File: config.mk
export PLATFORM = sky130hd
export DESIGN_NAME = tensor_core_sequencer
export DESIGN_NICKNAME = d
export VERILOG_FILES = /design/src/rtl/tensor_core_sequencer.sv
export SDC_FILE = /design/constraint.sdc
export NUM_CORES = 1
export LEC_CHECK = 0
export ABC_AREA = 1
export BUFFER_PORTS_ARGS = -buffer_cell sky130_fd_sc_hd__clkbuf_2
export CELL_PAD_IN_SITES_DETAIL_PLACEMENT = 1
export CELL_PAD_IN_SITES_GLOBAL_PLACEMENT = 1
export CORE_MARGIN = 1.5
export CORE_UTILIZATION = 34
export CTS_BUF_LIST = sky130_fd_sc_hd__clkbuf_16
export DETAILED_ROUTE_END_ITERATION = 8
export PLACE_DENSITY = 0.77
export SLEW_MARGIN = 20
export SYNTH_ARGS = -nofsm -noshare
export SYNTH_HDL_FRONTEND = slang
export SYNTH_SLANG_ARGS = --single-unit
export TNS_END_PERCENT = 1
File: constraint.sdc
create_clock -name clk -period 2.4 [get_ports clk]
set_input_delay 0.12 -clock clk [delete_from_list [all_inputs] [get_ports clk]]
set_output_delay 0.12 -clock clk [all_outputs]
set_load 0.01 [all_outputs]
File: src/rtl/tensor_core_sequencer.sv
// Streams two 4x4 byte matrices into operand registers and presents them to a
// combinational tensor core. The result is latched, then streamed out row-major.
module tensor_core_sequencer (
    input  logic         clk,
    input  logic         reset,
    input  logic         in_valid,
    input  logic [7:0]   in_data,
    output logic         in_ready,
    output logic [127:0] tc_operand1,
    output logic [127:0] tc_operand2,
    input  logic [127:0] tc_result,
    output logic         out_valid,
    output logic [7:0]   out_data,
    input  logic         out_ready,
    output logic         done
);

    typedef enum logic [1:0] {
        LOAD_A,
        LOAD_B,
        CAPTURE,
        SEND
    } state_t;

    state_t         state_reg, state_next;
    logic [3:0]     idx_reg, idx_next;
    logic           done_reg, done_next;
    logic [127:0]   a_reg, b_reg, r_reg;
    logic           in_xfer, out_xfer;
    logic [6:0]     byte_lsb;
    logic [7:0]     r_bytes [16];

    // Element idx lives at byte (15 - idx), i.e. (0,0) is the top byte.
    assign byte_lsb = {~idx_reg, 3'b000};

    generate
        for (genvar gi = 0; gi < 16; gi++) begin : g_result_bytes
            assign r_bytes[gi] = r_reg[(15 - gi) * 8 +: 8];
        end
    endgenerate

    assign tc_operand1 = a_reg;
    assign tc_operand2 = b_reg;
    assign out_data    = r_bytes[idx_reg];
    assign done        = done_reg;

    always_ff @(posedge clk) begin
        if (reset) begin
            state_reg <= LOAD_A;
            idx_reg   <= 4'd0;
            done_reg  <= 1'b0;
        end else begin
            state_reg <= state_next;
            idx_reg   <= idx_next;
            done_reg  <= done_next;
        end
    end

    always_comb begin
        state_next = state_reg;
        idx_next   = idx_reg;
        done_next  = 1'b0;
        in_ready   = 1'b0;
        out_valid  = 1'b0;
        in_xfer    = 1'b0;
        out_xfer   = 1'b0;
        case (state_reg)
            LOAD_A: begin
                in_ready = 1'b1;
                in_xfer  = in_valid;
                if (in_xfer) begin
                    idx_next = idx_reg + 4'd1;
                    if (idx_reg == 4'd15) state_next = LOAD_B;
                end
            end
            LOAD_B: begin
                in_ready = 1'b1;
                in_xfer  = in_valid;
                if (in_xfer) begin
                    idx_next = idx_reg + 4'd1;
                    if (idx_reg == 4'd15) state_next = CAPTURE;
                end
            end
            CAPTURE: begin
                state_next = SEND;
            end
            SEND: begin
                out_valid = 1'b1;
                out_xfer  = out_ready;
                if (out_xfer) begin
                    idx_next = idx_reg + 4'd1;
                    if (idx_reg == 4'd15) begin
                        state_next = LOAD_A;
                        done_next  = 1'b1;
                    end
                end
            end
            default: begin
                state_next = LOAD_A;
                idx_next   = 4'd0;
            end
        endcase
    end

    // Operand and result registers hold their contents until overwritten.
    always_ff @(posedge clk) begin
        if (reset) begin
            a_reg <= '0;
            b_reg <= '0;
            r_reg <= '0;
        end else begin
            if (in_xfer && state_reg == LOAD_A) a_reg[byte_lsb +: 8] <= in_data;
            if (in_xfer && state_reg == LOAD_B) b_reg[byte_lsb +: 8] <= in_data;
            if (state_reg == CAPTURE)           r_reg <= tc_result;
        end
    end

endmodule

# --- Word level (Yosys, flattened, before mapping) ---
# Index checks and enable logic that the tools add are counted.
totals:
  reg_bits: 391
  in_bits: 140
op_classes:
  add_sub_neg: 2
  order_cmp: 1
  n_eq_ne: 11
  shift: 2
  mux: 19
  bitwise: 4
  n_reduce_logical: 8
ops:
  columns: ["cell", "n"]
  rows:
  - ["$bwmux W128", 2]
  - ["$shift A8 B9 Y128 const A", 1]
  - ["$shiftx A8 B9 Y128", 1]
  - ["$bmux W8 S4", 1]
  - ["$mux W8", 2]
  - ["$mux W2", 6]
  - ["$ne A2 B2 Y1 const B", 6]
  - ["$neg A7 Y9", 1]
  - ["$mux W4", 2]
  - ["$pmux W2 S4", 1]
  - ["$pmux W4 S2", 1]
  - ["$reduce_and A6 Y1", 1]
  - ["$ge A5 B5 Y1 const B", 1]
  - ["$not A4 Y5", 1]
  - ["$add A4 B1 Y4 const B", 1]
  - ["$eq A2 B2 Y1 const B", 2]
  - ["$eq A4 B4 Y1 const B", 1]
  - ["$mux W1", 4]
  - ["$not A4 Y4", 1]
  - ["$reduce_and A3 Y1", 1]
  - ["$reduce_or A3 Y1", 1]
  - ["$eq A2 B1 Y1 const B", 1]
  - ["$logic_and A1 B1 Y1", 2]
  - ["$logic_not A2 Y1", 1]
  - ["other kinds (4)", 5]

# --- Longest topological paths before layout ---
logic_depth:
  depth_word: 4
  mapped_depth: 14
  depth_no_buf: 10

# --- Least setup slack after synthesis ---
# OpenSTA, ideal clock, no wires.
synth_timing:
  path_type: "reg-to-reg"
  from: "register idx_reg[0]"
  to: "register a_reg[32], in the netlist tc_operand1[32]"
  setup_time_ns: 0.113
  arrival_time_ns: 2.284
  setup_slack_ns: 0.003
  path_stages_with_launch: 14
  n_path_buf: 5
  period_less_slack_ns: 2.397
  cell_sequence: "dfxtp_1 > buf_4 > inv_1 > buf_2 > buf_2 > ha_1 > clkinv_1 > nand3_1 > nor2_2 > buf_4 > nand3_2 > buf_2 > nor2_1 > nor2_1"
synth_between:
  elab_chain_cells: 4
  elab_cells_between_ends: 5
synth_lines:
  columns: ["item", "line_no", "rtl"]
  rows:
  - ["from (decl)", "26", "logic [3:0] idx_reg, idx_next;"]
  - ["from (signal assigned)", "54", "idx_reg <= idx_next;"]
  - ["$not A4 Y4 *", "34", "assign byte_lsb = {~idx_reg, 3'b000};"]
  - ["named net byte_lsb[3]", "30", "logic [6:0] byte_lsb;"]
  - ["$neg A7 Y9 *", "112", "if (in_xfer && state_reg == LOAD_A) a_reg[byte_lsb +: 8] <= in_data;"]
  - ["$shiftx A8 B9 Y128 / $shift A8 B9 Y128 (equally long branches)", "112", null]
  - ["$bwmux W128 *", "112", null]
  - ["to (signal, indexed assignment)", "112", null]
  - ["to (decl)", "28", "logic [127:0] a_reg, b_reg, r_reg;"]
# Mark *: on every way through the listed nets, which the timed path passes. The rest lies on a longest branch.
# A chain may end at the register's enable or synchronous reset.

# --- Worst setup path in the final report ---
layout_timing:
  from: "register idx_reg[1]"
  to: "output out_data[5]"
layout_between:
  elab_chain_cells: 4
layout_lines:
  columns: ["item", "line_no", "rtl"]
  rows:
  - ["$not A4 Y5 (not written as such)", "44", "assign out_data = r_bytes[idx_reg];"]
  - ["$bmux W8 S4", "44", null]
  - ["$mux W8 (not written as such) (2 in a row)", "44", null]
  - ["to (decl)", "13", "output logic [7:0] out_data,"]
# No other way between the ends. The select of a mux whose other input is x is not followed.

==> results.md <==
- Status: finished, violations left
- Nets: 3058
- First-pass GRT wire length: between 100000 and 150000 um
- Synth Instances: 2428
- Initial core utilization: 34.3%
- Syn_area_per_cell: 6.89 um2
- Port bufs: 406
- R2R cell count: 10
- RSZ-0062 raised after global routing: yes
- Net count after synthesis: 2576
- FF-to-FF Start: idx_reg[0]$_SDFFE_PP0P_
- Post-synthesis xor/xnor area fraction: 0%
- Clock Sinks: about 390
- FF-to-FF setup slack: approximately 0.15 ns
- Worst Skew: 0.0201 ns
- Detailed Routing Iterations Pass 1: 5
- Ratio of cells with drive above 1 in the final layout: 19.9%
- Setup ws final: -0.0657 ns
- Crit share post-route: 103%
- Failing checks: setup timing
- Routed wire length: 74200 um
- WS Path Type: reg2out
- Detail Placement HPWL: 46100 um
- Count of cell types in the netlist: 33
- Max Freq: just over 400 MHz
- Maximum root-to-sink buffer count: 3
- Total core area: 48700 um2
- Hold Path Origin: reset
- FP Rows: 81
- Initial antenna violation count: 7
- Layout area overhead: 32.9%
- Crit path max fanout: 36
- Placer Congestion: roughly 0.84
- I/O pin cnt: 407
- Tot Pwr: 17.2 mW
- Max-slew violations: 0
- Hold WC Path Type: in2reg
- ANT nets after route: 0
- All-Layer GR Usage: ~29%
- Worst Hold Endpoint: tc_operand2[72]$_SDFFE_PP0P_
- Worst skew pair latency: 0.58 ns
- Critical Path Sink Type: output pin
- Die Y: 225 um
- DRC Markers: 0
- Die area: ~50000 um2
- Syn Std Cell Area: 16700 um2
- Clk root buf: clkbuf_16
- CTS clock-pin slew for the worst setup and hold paths: 0.06 ns
- Reg2Reg Capture Point: tc_operand1[125]$_SDFFE_PP0P_
- Hold Path Cell Cnt: 4
- Crit path arrival time: about 2.4 ns
- Routed WL per cell: around 20 um
- DR iter-0 viols: between 1000 and 1500
- Register bit total from synthesis: around 390
- Simple-Gate Fraction of Synth Area: between 30% and 40%
- Crit start category: flop
- Number of global-route vias before repair: 18600
- Worst EP required: 2.28 ns
- DR vias: 18300
- Largest net degree at the start of global routing: approximately 120
- Max_slew headroom: 53.8%
- Largest family of logic cells by synthesized area: simple AND/OR/NAND/NOR gates
- Worst-margin pin slew: 0.694 ns
- Hold Vio Cnt, Final: 0
- Max VDD drop: 0.416 mV
- Util after Layout: 45.6%
- Mux contribution to synthesized area: 0%
- Sequential fraction of the synthesis area: 46.8%
- Fraction of the mapped netlist area in compound gates: a little over a tenth
- Post-Synth Adder-Cell Area: less than 1%
- YS warnings: 0
- Endpoints failing setup: 1
- Gr ovfl total: 0
- Die X: ~220 um
- H-tree Lvls: 2
- CTS tree: yes
- Final min period: 2.47 ns
- MaxCap Viol Count: 0
- Power density cells: 772 nW/um2
- Total CTS buffers: 45
- Via density per instance: 5.06
- Pleak: 11.1 nW
[cell type report]
| cell class | count | area (um2) |
|---|---|---|
| fillers | 6161 | 26500 |
| flip-flops and latches | 391 | 7840 |
| multi-input cells | 1662 | 7430 |
| repair buffers | 592 | 4000 |
| clock buffers | 45 | 1130 |
| inverters | 218 | 837 |
| well taps | 664 | 831 |
| clock inverters | 35 | 156 |
| diodes | 10 | 25.0 |
[worst max-delay path, cell delays in order, from the launching register on]
cell	delay [ns]
dfxtp_2	0.34
buf_12	0.17
nand2_2	0.12
clkinvlp_4	0.18
buf_6	0.17
buf_4	0.15
a31oi_1	0.17
nand2_1	0.15
nand2_1	0.13
clkbuf_2	0.15
[per-layer routing]
layer	part of all wire (%)	GRT usage, %	wire (um)	up-vias
met2	46	46.7	34400	670
li1	-	-	-	8516
met5	0	0	0	-
met1	43	36.4	31600	8914
met3	6.0	5.42	4480	213
met4	5.1	13.6	3770	0
[where the power goes]
part / internal, mW / total, mW / switching [mW]
Combinational: 1.15 / 3.59 / 2.44
Sequential: 7.02 / 7.34 / 0.323
Clock: 3.39 / 6.24 / 2.86
Total: 11.6 / 17.2 / 5.62
[layout by cell type, fill, tap and decap left out, types with 4 or more instances in the layout]
| cell type | netlist | final |
|---|---|---|
| nand2_2 | 8 | 11 |
| o211ai_1 | 11 | 11 |
| o21ai_0 | 215 | 214 |
| nand3_4 | 8 | 12 |
| clkbuf_2 | 0 | 403 |
| nor2_4 | 3 | 4 |
| diode_2 | 0 | 10 |
| nor2_2 | 6 | 5 |
| ha_1 | 8 | 7 |
| clkinv_1 | 1 | 8 |
| nand2_1 | 487 | 483 |
| clkinv_2 | 0 | 6 |
| dlygate4sd3_1 | 0 | 130 |
| clkbuf_16 | 0 | 46 |
| a31oi_1 | 15 | 13 |
| nand4_4 | 3 | 4 |
| buf_4 | 4 | 37 |
| nor2_1 | 677 | 677 |
| inv_2 | 5 | 5 |
| nand4_1 | 38 | 38 |
| inv_1 | 211 | 225 |
| buf_12 | 0 | 13 |
| nand3_2 | 10 | 7 |
| dfxtp_1 | 391 | 388 |
| a21oi_1 | 102 | 102 |
| nand3_1 | 57 | 56 |
[worst max-delay path by stage]
stage	startpoint	endpoint	slack [ns]	depth (start not counted)
4_1_cts	idx_reg[0]$_SDFFE_PP0P_	out_data[7]	0.004	9
5_1_grt	idx_reg[1]$_SDFFE_PP0P_	out_data[2]	-0.09	11
6_report	idx_reg[1]$_SDFFE_PP0P_	out_data[5]	-0.07	9
3_5_place_dp	idx_reg[1]$_SDFFE_PP0P_	tc_operand1[2]$_SDFFE_PP0P_	0.04	8
2_1_floorplan	idx_reg[0]$_SDFFE_PP0P_	tc_operand1[32]$_SDFFE_PP0P_	0.003	13
3_3_place_gp	idx_reg[0]$_SDFFE_PP0P_	tc_operand1[104]$_SDFFE_PP0P_	0.18	8
[cells in the mapped netlist]
library cell | number | share of area, %
nor2_1 | 677 | 15
nand2_1 | 487 | 11
dfxtp_1 | 391 | 47
o21ai_0 | 215 | 6.4
inv_1 | 211 | 4.7
a21oi_1 | 102 | 3.1
clkbuf_1 | 95 | 2.1
nand3_1 | 57 | 1.7
nand4_1 | 38 | 1.4
buf_2 | 34 | 1.0
a31oi_1 | 15 | 0.56
buf_1 | 12 | 0.27
buf_6 | 11 | 0.74
o211ai_1 | 11 | 0.49
nand3_2 | 10 | 0.60
ha_1 | 8 | 0.60
nand2_2 | 8 | 0.30
nand3_4 | 8 | 0.84
nor2_2 | 6 | 0.22
inv_2 | 5 | 0.11
buf_4 | 4 | 0.18
nand4_2 | 3 | 0.22
nand4_4 | 3 | 0.38
nor2_4 | 3 | 0.20
nor2_8 | 3 | 0.36
nand2_4 | 2 | 0.13
nor3_1 | 2 | 0.060
o21ai_1 | 2 | 0.060
buf_8 | 1 | 0.090
clkinv_1 | 1 | 0.022
inv_4 | 1 | 0.037
nor3_4 | 1 | 0.097
o221ai_1 | 1 | 0.052
[stage by stage]
stage               hold slack [ns]  TNS (ns)  instances  instance area, um2  worst slack (ns)
finish                        0.104   -0.0657       3617               22200           -0.0657
global route                  0.110    -0.428       3614               22200           -0.0896
CTS                          0.0539         0       3605               22100           0.00443
detailed placement            0.352         0       3393               19400            0.0371
global placement              0.347         0       3393               19400             0.179
floorplan                     0.255         0       2428               16700           0.00274
[kinds of logic after synthesis]
kind of cell / count (synthesis)
buf+inv: 375
fa+ha+maj: 8
compound gates: 346
flops: 391
simple gates: 1308
[timing repair]
item                                    4_1_cts  5_1_grt
endpoints found under the setup margin        8       37
hold buffers                                130        0
pin swaps                                     0        3
endpoints found under the hold margin       130        0
setup buffers                                 1        1
resized for setup                             5       30
gates cloned                                  1        1
Power figures use the tool's default switching activity.
